`src/rtl/subbytes_serial_pkg.sv`:
```
// Shared definitions for the serial SubBytes engine: block geometry, FSM
// encodings and the byte-index to bit-slice convention (byte 0 is the MSB).
package subbytes_serial_pkg;

  localparam int NUM_BYTES = 16;
  localparam int BLOCK_W   = 8 * NUM_BYTES;

  typedef enum logic [1:0] {
    ST_IDLE = 2'd0,
    ST_RUN  = 2'd1,
    ST_DONE = 2'd2
  } state_e;

  // Lowest bit position of byte idx inside a block.
  function automatic int byte_lsb(input int idx);
    return BLOCK_W - 8 - 8 * idx;
  endfunction

  function automatic logic [7:0] get_byte(input logic [BLOCK_W-1:0] blk,
                                          input logic [3:0]         idx);
    return blk[byte_lsb(int'(idx)) +: 8];
  endfunction

endpackage

```
`src/rtl/subbytes_serial_sbox.sv`:
```
// Area-oriented AES S-box: GF(2^8) inversion by exponentiation plus the
// forward or inverse affine map, selected by encrypt.
module sbox_new_area (
  input  logic [7:0] byte_in,
  input  logic       encrypt,
  output logic [7:0] byte_out
);

  function automatic logic [7:0] gf_mul(input logic [7:0] a, input logic [7:0] b);
    logic [7:0] p;
    logic [7:0] aa;
    p  = '0;
    aa = a;
    for (int i = 0; i < 8; i++) begin
      if (b[i]) p = p ^ aa;
      aa = {aa[6:0], 1'b0} ^ (aa[7] ? 8'h1b : 8'h00);
    end
    return p;
  endfunction

  // a^254 is the multiplicative inverse, and maps 0 to 0 as AES requires.
  function automatic logic [7:0] gf_inv(input logic [7:0] a);
    logic [7:0] a2, a3, a6, a12, a15, a240, a252;
    a2   = gf_mul(a, a);
    a3   = gf_mul(a2, a);
    a6   = gf_mul(a3, a3);
    a12  = gf_mul(a6, a6);
    a15  = gf_mul(a12, a3);
    a240 = a15;
    for (int i = 0; i < 4; i++) a240 = gf_mul(a240, a240);
    a252 = gf_mul(a240, a12);
    return gf_mul(a252, a2);
  endfunction

  function automatic logic [7:0] rotl(input logic [7:0] a, input int n);
    logic [15:0] t;
    t = {a, a} << n;
    return t[15:8];
  endfunction

  logic [7:0] fwd_out;
  logic [7:0] inv_pre;
  logic [7:0] inv_out;

  always_comb begin
    fwd_out  = '0;
    inv_pre  = '0;
    inv_out  = '0;
    byte_out = '0;
    if (encrypt) begin
      fwd_out  = gf_inv(byte_in);
      byte_out = fwd_out ^ rotl(fwd_out, 1) ^ rotl(fwd_out, 2) ^
                 rotl(fwd_out, 3) ^ rotl(fwd_out, 4) ^ 8'h63;
    end else begin
      inv_pre  = rotl(byte_in, 1) ^ rotl(byte_in, 3) ^ rotl(byte_in, 6) ^ 8'h05;
      inv_out  = gf_inv(inv_pre);
      byte_out = inv_out;
    end
  end

endmodule

```
`src/rtl/subbytes_serial.sv`:
```
// Serial SubBytes: accepts a 128-bit state, substitutes one byte per clock
// through a single shared S-box, and holds the result until taken.
module subbytes_serial
  import subbytes_serial_pkg::*;
(
  input  logic                clk,
  input  logic                rst_n,
  input  logic                in_valid,
  output logic                in_ready,
  input  logic [BLOCK_W-1:0]  state_in,
  input  logic                encrypt,
  output logic                out_valid,
  input  logic                out_ready,
  output logic [BLOCK_W-1:0]  state_out,
  output logic                busy
);

  state_e               state_q, state_d;
  logic [3:0]           cnt_q, cnt_d;
  logic                 mode_q, mode_d;
  logic [BLOCK_W-1:0]   data_q, data_d;
  logic [NUM_BYTES-1:0] byte_en;
  logic [7:0]           sbox_in;
  logic [7:0]           sbox_out;

  assign sbox_in = get_byte(data_q, cnt_q);

  sbox_new_area u_sbox (
    .byte_in  (sbox_in),
    .encrypt  (mode_q),
    .byte_out (sbox_out)
  );

  always_comb begin
    state_d = state_q;
    cnt_d   = cnt_q;
    mode_d  = mode_q;
    data_d  = data_q;
    byte_en = '0;
    unique case (state_q)
      ST_IDLE: begin
        if (in_valid) begin
          data_d  = state_in;
          mode_d  = encrypt;
          cnt_d   = '0;
          state_d = ST_RUN;
        end
      end
      ST_RUN: begin
        byte_en[cnt_q] = 1'b1;
        // Counter parks at the last index instead of wrapping.
        if (cnt_q == 4'(NUM_BYTES - 1)) begin
          state_d = ST_DONE;
        end else begin
          cnt_d = cnt_q + 4'd1;
        end
      end
      ST_DONE: begin
        if (out_ready) state_d = ST_IDLE;
      end
      default: state_d = ST_IDLE;
    endcase
    for (int i = 0; i < NUM_BYTES; i++) begin
      if (byte_en[i]) data_d[byte_lsb(i) +: 8] = sbox_out;
    end
  end

  always_ff @(posedge clk or negedge rst_n) begin
    if (!rst_n) begin
      state_q <= ST_IDLE;
      cnt_q   <= '0;
      mode_q  <= 1'b1;
      data_q  <= '0;
    end else begin
      state_q <= state_d;
      cnt_q   <= cnt_d;
      mode_q  <= mode_d;
      data_q  <= data_d;
    end
  end

  assign in_ready  = (state_q == ST_IDLE);
  assign out_valid = (state_q == ST_DONE);
  assign busy      = (state_q != ST_IDLE);
  assign state_out = data_q;

endmodule

```
`config.mk`:
```
export PLATFORM = sky130hd
export DESIGN_NAME = subbytes_serial
export DESIGN_NICKNAME = d
export VERILOG_FILES = /design/src/rtl/subbytes_serial_pkg.sv /design/src/rtl/subbytes_serial_sbox.sv /design/src/rtl/subbytes_serial.sv
export SDC_FILE = /design/constraint.sdc
export NUM_CORES = 1
export LEC_CHECK = 0
export ABC_AREA = 0
export CAP_MARGIN = 0
export CELL_PAD_IN_SITES_DETAIL_PLACEMENT = 1
export CELL_PAD_IN_SITES_GLOBAL_PLACEMENT = 2
export CORE_ASPECT_RATIO = 0.5
export CORE_MARGIN = 3
export CORE_UTILIZATION = 37
export DETAILED_ROUTE_END_ITERATION = 10
export GPL_ROUTABILITY_DRIVEN = 1
export GPL_TIMING_DRIVEN = 0
export PLACE_DENSITY_LB_ADDON = 0.1
export REMOVE_ABC_BUFFERS = 1
export SYNTH_ARGS = -nofsm -noshare
export SYNTH_HDL_FRONTEND = slang
export SYNTH_SLANG_ARGS = --single-unit
```
`constraint.sdc`:
```
create_clock -name clk -period 46.3 [get_ports clk]
set_input_delay 6.945 -clock clk [delete_from_list [all_inputs] [get_ports clk]]
set_output_delay 6.945 -clock clk [all_outputs]
set_load 0.02 [all_outputs]
```
==> impl_metrics.tcl <==
set metrics [dict create \
    htree_levels 4 \
    cts_resized 0 \
    yosys_warnings 0 \
    min_from "cnt_q[3]$_DFFE_PN0P_" \
    clkSlewWorstSetupHoldPaths_ns 0.07 \
    core-area_sq_mm 0.0887 \
    reg2reg_from "cnt_q[0]$_DFFE_PN0P_" \
    cp.required_ns 46.57 \
    violations "max-capacitance violations, max-slew violations" \
    setup_tns_ns 0 \
    max_cap_violations 2 \
    rsz0062_at_grt "false" \
    die_area_sq_mm 0.0938 \
    grt_pass1_vias 30600 \
    io_buffers 263 \
    start_util_pct 37.5 \
    cts_sinks 135 \
    cpMostUsedCell "xnor2_1" \
    synth_top_area_cell "xnor2_1" \
    vias 30400 \
    drtPass1Iterations 5 \
    gp_congestion 0.869 \
    startpoint_type "flip-flop" \
    via_per_inst 5.82 \
    ys_async_sr_fraction_pct 100 \
    setup_viol_count_final 0 \
    clk_latency_ns 0.44 \
    cp.depth 72 \
    drtAntennaViolNets 0 \
    ctsHoldBuffers 0 \
    syn_area_sq_mm 0.0333 \
    place_hpwl_mm 95.9 \
    drive_gt1_share_pct 8.63 \
    yosys.cell_count.top_type "xnor2_1" \
    drc 0 \
    syn_avg_cell_area_sq_um 8.36 \
    grt_max_degree 82 \
    post_cts_buffers 0 \
    routed_wl_mm 127 \
    area_delta_synth_final_pct 13.2 \
    finClkSkew_ns 0.0140 \
    reg2regPathDepth 72 \
    antenna_found_initial 14 \
    ys_ff_latch 135 \
    grt_overflow_total 0 \
    cts_buffers 17 \
    ys_top_cells_by_count "xnor2_1 (618), nor2_1 (415), mux2i_1 (374)" \
    cts_tree "yes" \
    fmax_ghz 0.0322 \
    hold_depth 2 \
    synth_ff_type "dfrtp_1" \
    track_usage_pct 26.2 \
    io_pins 264 \
    syn_inst 3980 \
    nets 4174 \
    die_h_microns 218 \
    period_minus_slack_ns 31.05 \
    timing.final.hold_violations 0 \
    hold_class "reg2reg" \
    ys_types 126 \
    synth.area.top_cells "xnor2_1 (16%), mux2i_1 (11%), xnor3_1 (10%)" \
    path_buf_inv 9 \
    cp-startpoint "cnt_q[0]$_DFFE_PN0P_" \
    path_max_fanout 24 \
    final_max_slew_viol_count 9 \
    critical_path_arrival_ns 31.32 \
    crit_slowest_cell "nor2_1" \
    first_iter_violations 1933 \
    grt_pass1_wl_mm 194 \
    cts_buffer_depth 2 \
    clk_root_buffer_cell "clkbuf_16" \
    finalCritPeriodShare_pct 67.1 \
    rows 77 \
    wl_per_cell_microns 24.2 \
    critPathKind "reg2reg" \
    cpLargestDelayFamily "XOR/XNOR gates" \
    slew_headroom_pct -1.12 \
    synth_seq_area_share_pct 10.2 \
    status "finished with violations" \
    crit_path_end_kind "flip-flop" \
    die_w_microns 430 \
    tightestPinTransition_ns 1.51 \
    synth-edff-count 0 \
    synth_top_cell_area_share_pct 16.3 \
    max_stage_delay_ns 1.10 \
]
-- registers in the layout (all words and copies together) (netlist names) --
signal	count
cnt_q	4
mode_q	1
state_out	128
state_q	2
-- worst paths after layout --
kind	slack, ns	end
min in group asynchronous	6.46	state_out[17]$_DFFE_PN0P_
max in group asynchronous	38.96	cnt_q[2]$_DFFE_PN0P_
worst max register to register	15.25	state_out[68]$_DFFE_PN0P_
worst max-delay path	15.25	state_out[68]$_DFFE_PN0P_
worst min-delay path	0.58	cnt_q[3]$_DFFE_PN0P_
worst min register to register	0.58	cnt_q[3]$_DFFE_PN0P_
-- per-stage QoR --
stage	util (%)	setup slack [ns]	std cells	cell area (sq um)	hold WS [ns]
after CTS	42.3	14.48	5216	37600	0.582
final	42.5	15.25	5229	37700	0.583
after floorplan	-	21.10	3705	32000	0.580
after global placement	40.7	10.38	5153	36100	0.567
after detailed placement	41.7	14.61	5185	37000	0.574
after global routing	42.5	13.19	5229	37700	0.624
-- tightest hold or removal path: cells and delay by family (launching register included) --
kind	cells	cell delay (ns)
simple gates	1	0.04
xor+xnor	1	0.12
flops	1	0.40
-- cells in the final DEF (no fill, tap or decap), types with 17 or more instances in the layout --
master,Yosys,final
a211oi_1,41,41
mux2i_1,374,373
xor2_2,15,22
and3_1,35,35
nand4_1,23,23
nor2_1,415,415
clkbuf_16,0,17
a31oi_1,32,32
nor4_1,28,28
xnor2_2,38,70
or3_1,26,26
dfrtp_1,134,131
mux4_2,18,18
nor2b_1,24,24
mux2_2,33,33
nand2b_1,25,25
and2_1,33,32
buf_8,2,19
inv_1,49,48
o211ai_1,35,35
o22ai_1,25,25
o21ai_0,151,151
a21oi_1,169,169
nand3_1,107,107
xnor3_1,155,154
xor2_1,177,168
a21o_1,21,21
o21ai_1,32,32
ha_1,20,20
a22oi_1,33,33
nor3_1,106,102
nand2_1,310,310
clkdlybuf4s50_1,0,262
xnor2_1,618,585
-- per-layer routing --
metal  track usage, %  share of wire (%)  up-vias
met2             45.3                 48      532
li1                 -                  -    14200
met4             5.59                1.8        4
met5                0              0.021        -
met1             36.1                 47    15600
met3             1.54                2.4       95
-- final cells by class --
class                      instances  area, sq um
sequential                       135         3390
inverter                          72          270
antenna                           11         27.5
fill                           10400        51100
clock buffer                      20          447
multi-input combinational       3498        28700
clock inverter                    11          149
timing repair buffer             297         3180
tap                             1185         1480
-- cells by family after synthesis --
logic type | after synthesis | share of synthesized area, %
buffers and inverters | 347 | 4.72
adders and majority gates | 21 | 0.782
and+or+nand+nor | 1233 | 17.5
DFF | 135 | 10.2
AOI/OAI and AO/OA | 762 | 15.7
muxes | 445 | 14.6
xor gates and xnor gates | 1037 | 36.5
Power is left out: the tool's default activity adds up to more than one toggle a clock period on the data nets, which glitch-free logic cannot reach.
